File: src/rtl/operand_entry.sv
// Decimal operand entry: edits BCD digits from button pulses, converts
// to binary on enter and offers the result over a valid/ready handshake.
module operand_entry #(
    parameter int DIGITS = 4,
    parameter int WIDTH  = 14
) (
    input  logic                      clk,
    input  logic                      rst_n,
    input  logic                      inc_p,
    input  logic                      dec_p,
    input  logic                      shift_p,
    input  logic                      enter_p,
    input  logic                      clr_p,
    output logic [WIDTH-1:0]          operand,
    output logic                      operand_valid,
    input  logic                      operand_ready,
    output logic [4*DIGITS-1:0]       digits_bcd,
    output logic [$clog2(DIGITS)-1:0] cursor,
    output logic                      busy
);

    localparam int CW = $clog2(DIGITS);
    localparam longint unsigned POW = 64'd10 ** DIGITS;
    localparam longint unsigned CAP = 64'd1 << WIDTH;

    if (CAP <= POW - 64'd1) begin : g_width_chk
        $error("operand_entry: WIDTH too small for DIGITS");
    end

    typedef enum logic [1:0] {
        EDIT,
        CONV,
        VALID
    } state_t;

    state_t                     state_q, state_d;
    logic [DIGITS-1:0][3:0]     dig_q, dig_d;
    logic [CW-1:0]              cur_q, cur_d;
    logic [CW-1:0]              idx_q, idx_d;
    logic [WIDTH-1:0]           acc_q, acc_d;
    logic [WIDTH-1:0]           op_q, op_d;
    logic                       vld_q, vld_d;

    always_ff @(posedge clk or negedge rst_n) begin
        if (!rst_n) begin
            state_q <= EDIT;
            dig_q   <= '0;
            cur_q   <= '0;
            idx_q   <= '0;
            acc_q   <= '0;
            op_q    <= '0;
            vld_q   <= 1'b0;
        end else begin
            state_q <= state_d;
            dig_q   <= dig_d;
            cur_q   <= cur_d;
            idx_q   <= idx_d;
            acc_q   <= acc_d;
            op_q    <= op_d;
            vld_q   <= vld_d;
        end
    end

    always_comb begin
        state_d = state_q;
        dig_d   = dig_q;
        cur_d   = cur_q;
        idx_d   = idx_q;
        acc_d   = acc_q;
        op_d    = op_q;
        vld_d   = vld_q;
        unique case (state_q)
            EDIT: begin
                if (clr_p) begin
                    dig_d = '0;
                    cur_d = '0;
                end else if (enter_p) begin
                    state_d = CONV;
                    acc_d   = '0;
                    idx_d   = CW'(DIGITS - 1);
                end else if (inc_p) begin
                    dig_d[cur_q] = (dig_q[cur_q] == 4'd9) ?
                                   4'd0 : dig_q[cur_q] + 4'd1;
                end else if (dec_p) begin
                    dig_d[cur_q] = (dig_q[cur_q] == 4'd0) ?
                                   4'd9 : dig_q[cur_q] - 4'd1;
                end else if (shift_p) begin
                    cur_d = (cur_q == CW'(DIGITS - 1)) ?
                            '0 : cur_q + 1'b1;
                end
            end
            CONV: begin
                if (clr_p) begin
                    state_d = EDIT;
                    dig_d   = '0;
                    cur_d   = '0;
                    vld_d   = 1'b0;
                end else begin
                    // acc*10 as (acc<<3)+(acc<<1), MS digit first
                    acc_d = (acc_q << 3) + (acc_q << 1) +
                            WIDTH'(dig_q[idx_q]);
                    idx_d = idx_q - 1'b1;
                    if (idx_q == '0) begin
                        op_d    = acc_d;
                        vld_d   = 1'b1;
                        state_d = VALID;
                    end
                end
            end
            VALID: begin
                if (clr_p || operand_ready) begin
                    state_d = EDIT;
                    dig_d   = '0;
                    cur_d   = '0;
                    vld_d   = 1'b0;
                end
            end
            default: state_d = EDIT;
        endcase
    end

    assign operand       = op_q;
    assign operand_valid = vld_q;
    assign digits_bcd    = dig_q;
    assign cursor        = cur_q;
    assign busy          = (state_q != EDIT);

endmodule

File: config.mk
export PLATFORM = sky130hd
export DESIGN_NAME = operand_entry
export DESIGN_NICKNAME = d
export VERILOG_FILES = /design/src/rtl/operand_entry.sv
export SDC_FILE = /design/constraint.sdc
export NUM_CORES = 1
export LEC_CHECK = 0
export ABC_AREA = 1
export CORE_AREA = 4 4 104 106
export DETAILED_ROUTE_END_ITERATION = 8
export DIE_AREA = 0 0 108 110
export PLACE_DENSITY = 0.49
export SYNTH_ARGS = -nofsm -noshare
export SYNTH_HDL_FRONTEND = slang
export SYNTH_SLANG_ARGS = --single-unit
File: constraint.sdc
create_clock -name clk -period 3 [get_ports clk]
set_clock_uncertainty 0.05 [all_clocks]
set_input_delay 0.6 -clock clk [delete_from_list [all_inputs] [get_ports clk]]
set_output_delay 0.6 -clock clk [all_outputs]
set_load 0.01 [all_outputs]
==> results of run 1 <==
## worst max-delay path, cell delays in order (launching register included)
cell and delay [ns]:
dfrtp_1 0.47, inv_2 0.18, nor2_1 0.05, o22ai_1 0.21, fa_1 0.49, fa_1 0.51, nand3_1 0.11, nand2_1 0.08
nand2_1 0.08, nand3_1 0.09, nor2_1 0.11, nand3b_1 0.12, nand2_1 0.07
## kinds of logic after synthesis
logic type | share of synthesized area
AND/OR/NAND/NOR | 0.3122
adder cells (fa/ha/maj) | 0.1378
buffers and inverters | 0.06037
XOR/XNOR | 0.01815
AO/OA/AOI/OAI | 0.1011
flip-flops | 0.3704
## per-layer routing
metal | part of all wire | global-route usage | vias to the layer above
met5 | 0 | 0 | -
met4 | 0.020 | 0.05951 | 0
met3 | 0.029 | 0.02737 | 8
met2 | 0.49 | 0.2900 | 49
met1 | 0.46 | 0.2039 | 1441
li1 | - | - | 1540
## path summary, 6_finish.rpt
check / end / cells past startpoint
min in group clk: operand[7] / 2
min reg2reg: operand[7] / 2
max: operand[10] / 12
max in group asynchronous: acc_q[0] / 2
max reg2reg: operand[10] / 12
min: operand[5] / 2
## cell type report
class                      instances  share of cell area
timing repair buffer              45              0.1079
sequential                        50              0.3101
tap                              133             0.04124
multi-input combinational        349              0.4766
clock buffer                       7             0.01891
clock inverter                     1            0.007442
inverter                          40             0.03783
## cells in the final DEF (no fill, tap or decap)
cell	netlist	routed
fa_1	2	2
inv_4	1	1
nand4_1	2	2
buf_2	2	1
a21boi_0	1	1
clkinv_1	1	1
a22oi_1	1	1
dfrtp_1	50	50
nand3_2	3	3
nor3_1	3	3
nand2_2	9	9
clkbuf_8	0	5
o221ai_1	1	1
inv_1	34	33
nand3b_1	4	4
o21bai_1	1	1
or2_2	2	2
a22o_1	2	2
bufinv_16	0	1
nor3_4	1	1
inv_2	4	5
o22ai_1	5	5
clkdlybuf4s50_1	0	40
o21ai_2	2	2
xnor2_1	3	3
clkbuf_1	4	2
xor2_1	4	4
o21ai_0	25	25
a21oi_1	13	13
o21ai_1	9	9
buf_4	2	4
nand2_1	159	159
nor3_2	1	1
ha_1	34	34
nand3_1	37	37
nor2_1	24	24
o2bb2ai_1	1	1
## where the power goes
part           switching (uW)  internal, uW  leakage, uW
Clock                     229           250    0.0000524
Sequential                246           869     0.000675
Combinational            1140           793      0.00139
## repair_timing
| item | CTS | global route |
|---|---|---|
| resized for setup | 0 | 1 |
| endpoints found under the setup margin | 0 | 2 |
| buffers inserted | 0 | 0 |
## flip-flops by register name (all words and copies together) (netlist names)
| signal | flops |
|---|---|
| idx_q | 2 |
| state_q | 2 |
| acc_q | 13 |
| operand | 14 |
| operand_valid | 1 |
| digits_bcd | 16 |
| cursor | 2 |
## synthesized netlist by cell type, types with 3 or more instances
| cell type | number | share of area |
|---|---|---|
| o22ai_1 | 5 | 0.0093 |
| nor3_1 | 3 | 0.0044 |
| clkbuf_1 | 4 | 0.0044 |
| inv_1 | 34 | 0.038 |
| nand3_1 | 37 | 0.055 |
| o21ai_0 | 25 | 0.037 |
| a21oi_1 | 13 | 0.019 |
| nand3_2 | 3 | 0.0089 |
| nand2_2 | 9 | 0.017 |
| xor2_1 | 4 | 0.010 |
| nor2_1 | 24 | 0.027 |
| inv_2 | 4 | 0.0044 |
| dfrtp_1 | 50 | 0.37 |
| o21ai_1 | 9 | 0.013 |
| xnor2_1 | 3 | 0.0078 |
| nand3b_1 | 4 | 0.0089 |
| ha_1 | 34 | 0.13 |
| nand2_1 | 159 | 0.18 |
## per-stage QoR
stage / area, um^2 / std cells
floorplan: 3378 / 448
global placement: 3929 / 617
detailed placement: 3929 / 617
CTS: 4035 / 625
global route: 4035 / 625
finish: 4035 / 625
==> results.py, run 1 <==
metrics = {
    "run_status": {
        "status": "completed",
    },
    "cells_and_area": {
        "synthToLayoutAreaGrowth_pct": 19.44,
        "layout-drive-gt1-share": 0.07114,
        "multi_input_area_um2": 1923,
        "finalNetCount": 535,
        "nFillCells": 1018,
        "fin_util": 0.4128,
        "regArea_um2": 1251,
        "num_antenna_cells": 0,
    },
    "detailed_routing": {
        "first_iter_violations": 90,
        "vias": 3038,
        "routed_via_density": 4.861,
        "ant_nets": 0,
        "drtPass1Iterations": 4,
        "drc_errors": 0,
        "wirelength_um": 9051,
        "wl_per_cell_um": 14.48,
    },
    "synthesis": {
        "synth_cell_types": 35,
        "async_reset_ff_frac": 1.000,
        "synthesis.nets": 492,
        "avgSynthCellArea_um2": 7.541,
        "synth-edff-count": 0,
        "netlist_instances": 448,
        "synth-seq-cells": 50,
        "ys_seq_area_frac": 0.3704,
        "netlist_area_um2": 3378,
        "ys_dominant_reg_cell": "dfrtp_1",
        "ys_warn_count": 0,
    },
    "critical_path": {
        "cp-start-kind": "register",
        "reg2reg_setup_slack_ns": 0.27,
        "crit_path_start": "idx_q[0]",
        "cp-end-kind": "register",
        "critPathKind": "register to register",
        "arrival_ns": 2.88,
        "cp.required_ns": 3.15,
        "path_max_fanout": 11,
        "r2r-start": "idx_q[0]",
    },
    "global_route": {
        "grt_max_degree": 51,
        "overflow": 0,
        "grt_pass1_wl_um": 15420,
        "first_global_vias": 3119,
        "antenna_found_initial": 0,
        "track_usage": 0.1647,
    },
    "clock_tree": {
        "cts_htree_levels": 2,
        "cts_tree": "done",
        "cts_inserted_buffers": 5,
        "clk_pin_slew_ns": 0.09,
        "cts_hold_buf": 0,
        "root_buffer": "clkbuf_8",
        "cts.sinks": 50,
        "clk-insertion-delay-late_ns": 0.30,
        "clock_path_buffers": 2,
    },
    "place": {
        "pre_cts_ws_ns": 0.2225,
        "portBuffers": 41,
        "gp_congestion": 0.8490,
        "dp_hpwl_um": 6817,
    },
    "sta": {
        "setup_tns_ns": 0,
        "layout_setup_ws_ns": 0.2679,
        "clock.fmax_mhz": 366.0,
        "relSlewSlack": 0.5667,
        "hold_slack_ns": 0.3588,
        "worst_pin_slew_ns": 0.6499,
        "period_needed_ns": 2.732,
        "setup_violations": 0,
        "slew_violations": 0,
        "post-route-period-util": 0.9107,
        "rsz0062_at_grt": "false",
        "finalHoldViolCount": 0,
    },
    "job": {
        "maxCapViolations": 0,
    },
    "power_and_ir_drop": {
        "vdd_ir_drop_max_v": 0.0003698,
        "pwr_density_cell_nw_per_um2": 874.6,
        "p_leak_uw": 0.002118,
        "finalPower_uw": 3529,
    },
    "floorplanning": {
        "die_area_um2": 11880,
        "num_rows": 36,
        "die_h_um": 110,
        "io_pins": 42,
        "coreArea_um2": 9774,
        "dieWidth_um": 108,
        "initial_core_util": 0.3456,
    },
    "hold_path": {
        "hold_class": "input pin to asynchronous set/reset pin",
    },
}
Power figures use the tool's default switching activity.
==> run 2: changes to the inputs <==
- SKIP_LAST_GASP: default -> 1
==> results of run 2 <==
Same layout as run 1: the final DEF is identical, and so are final timing and power.
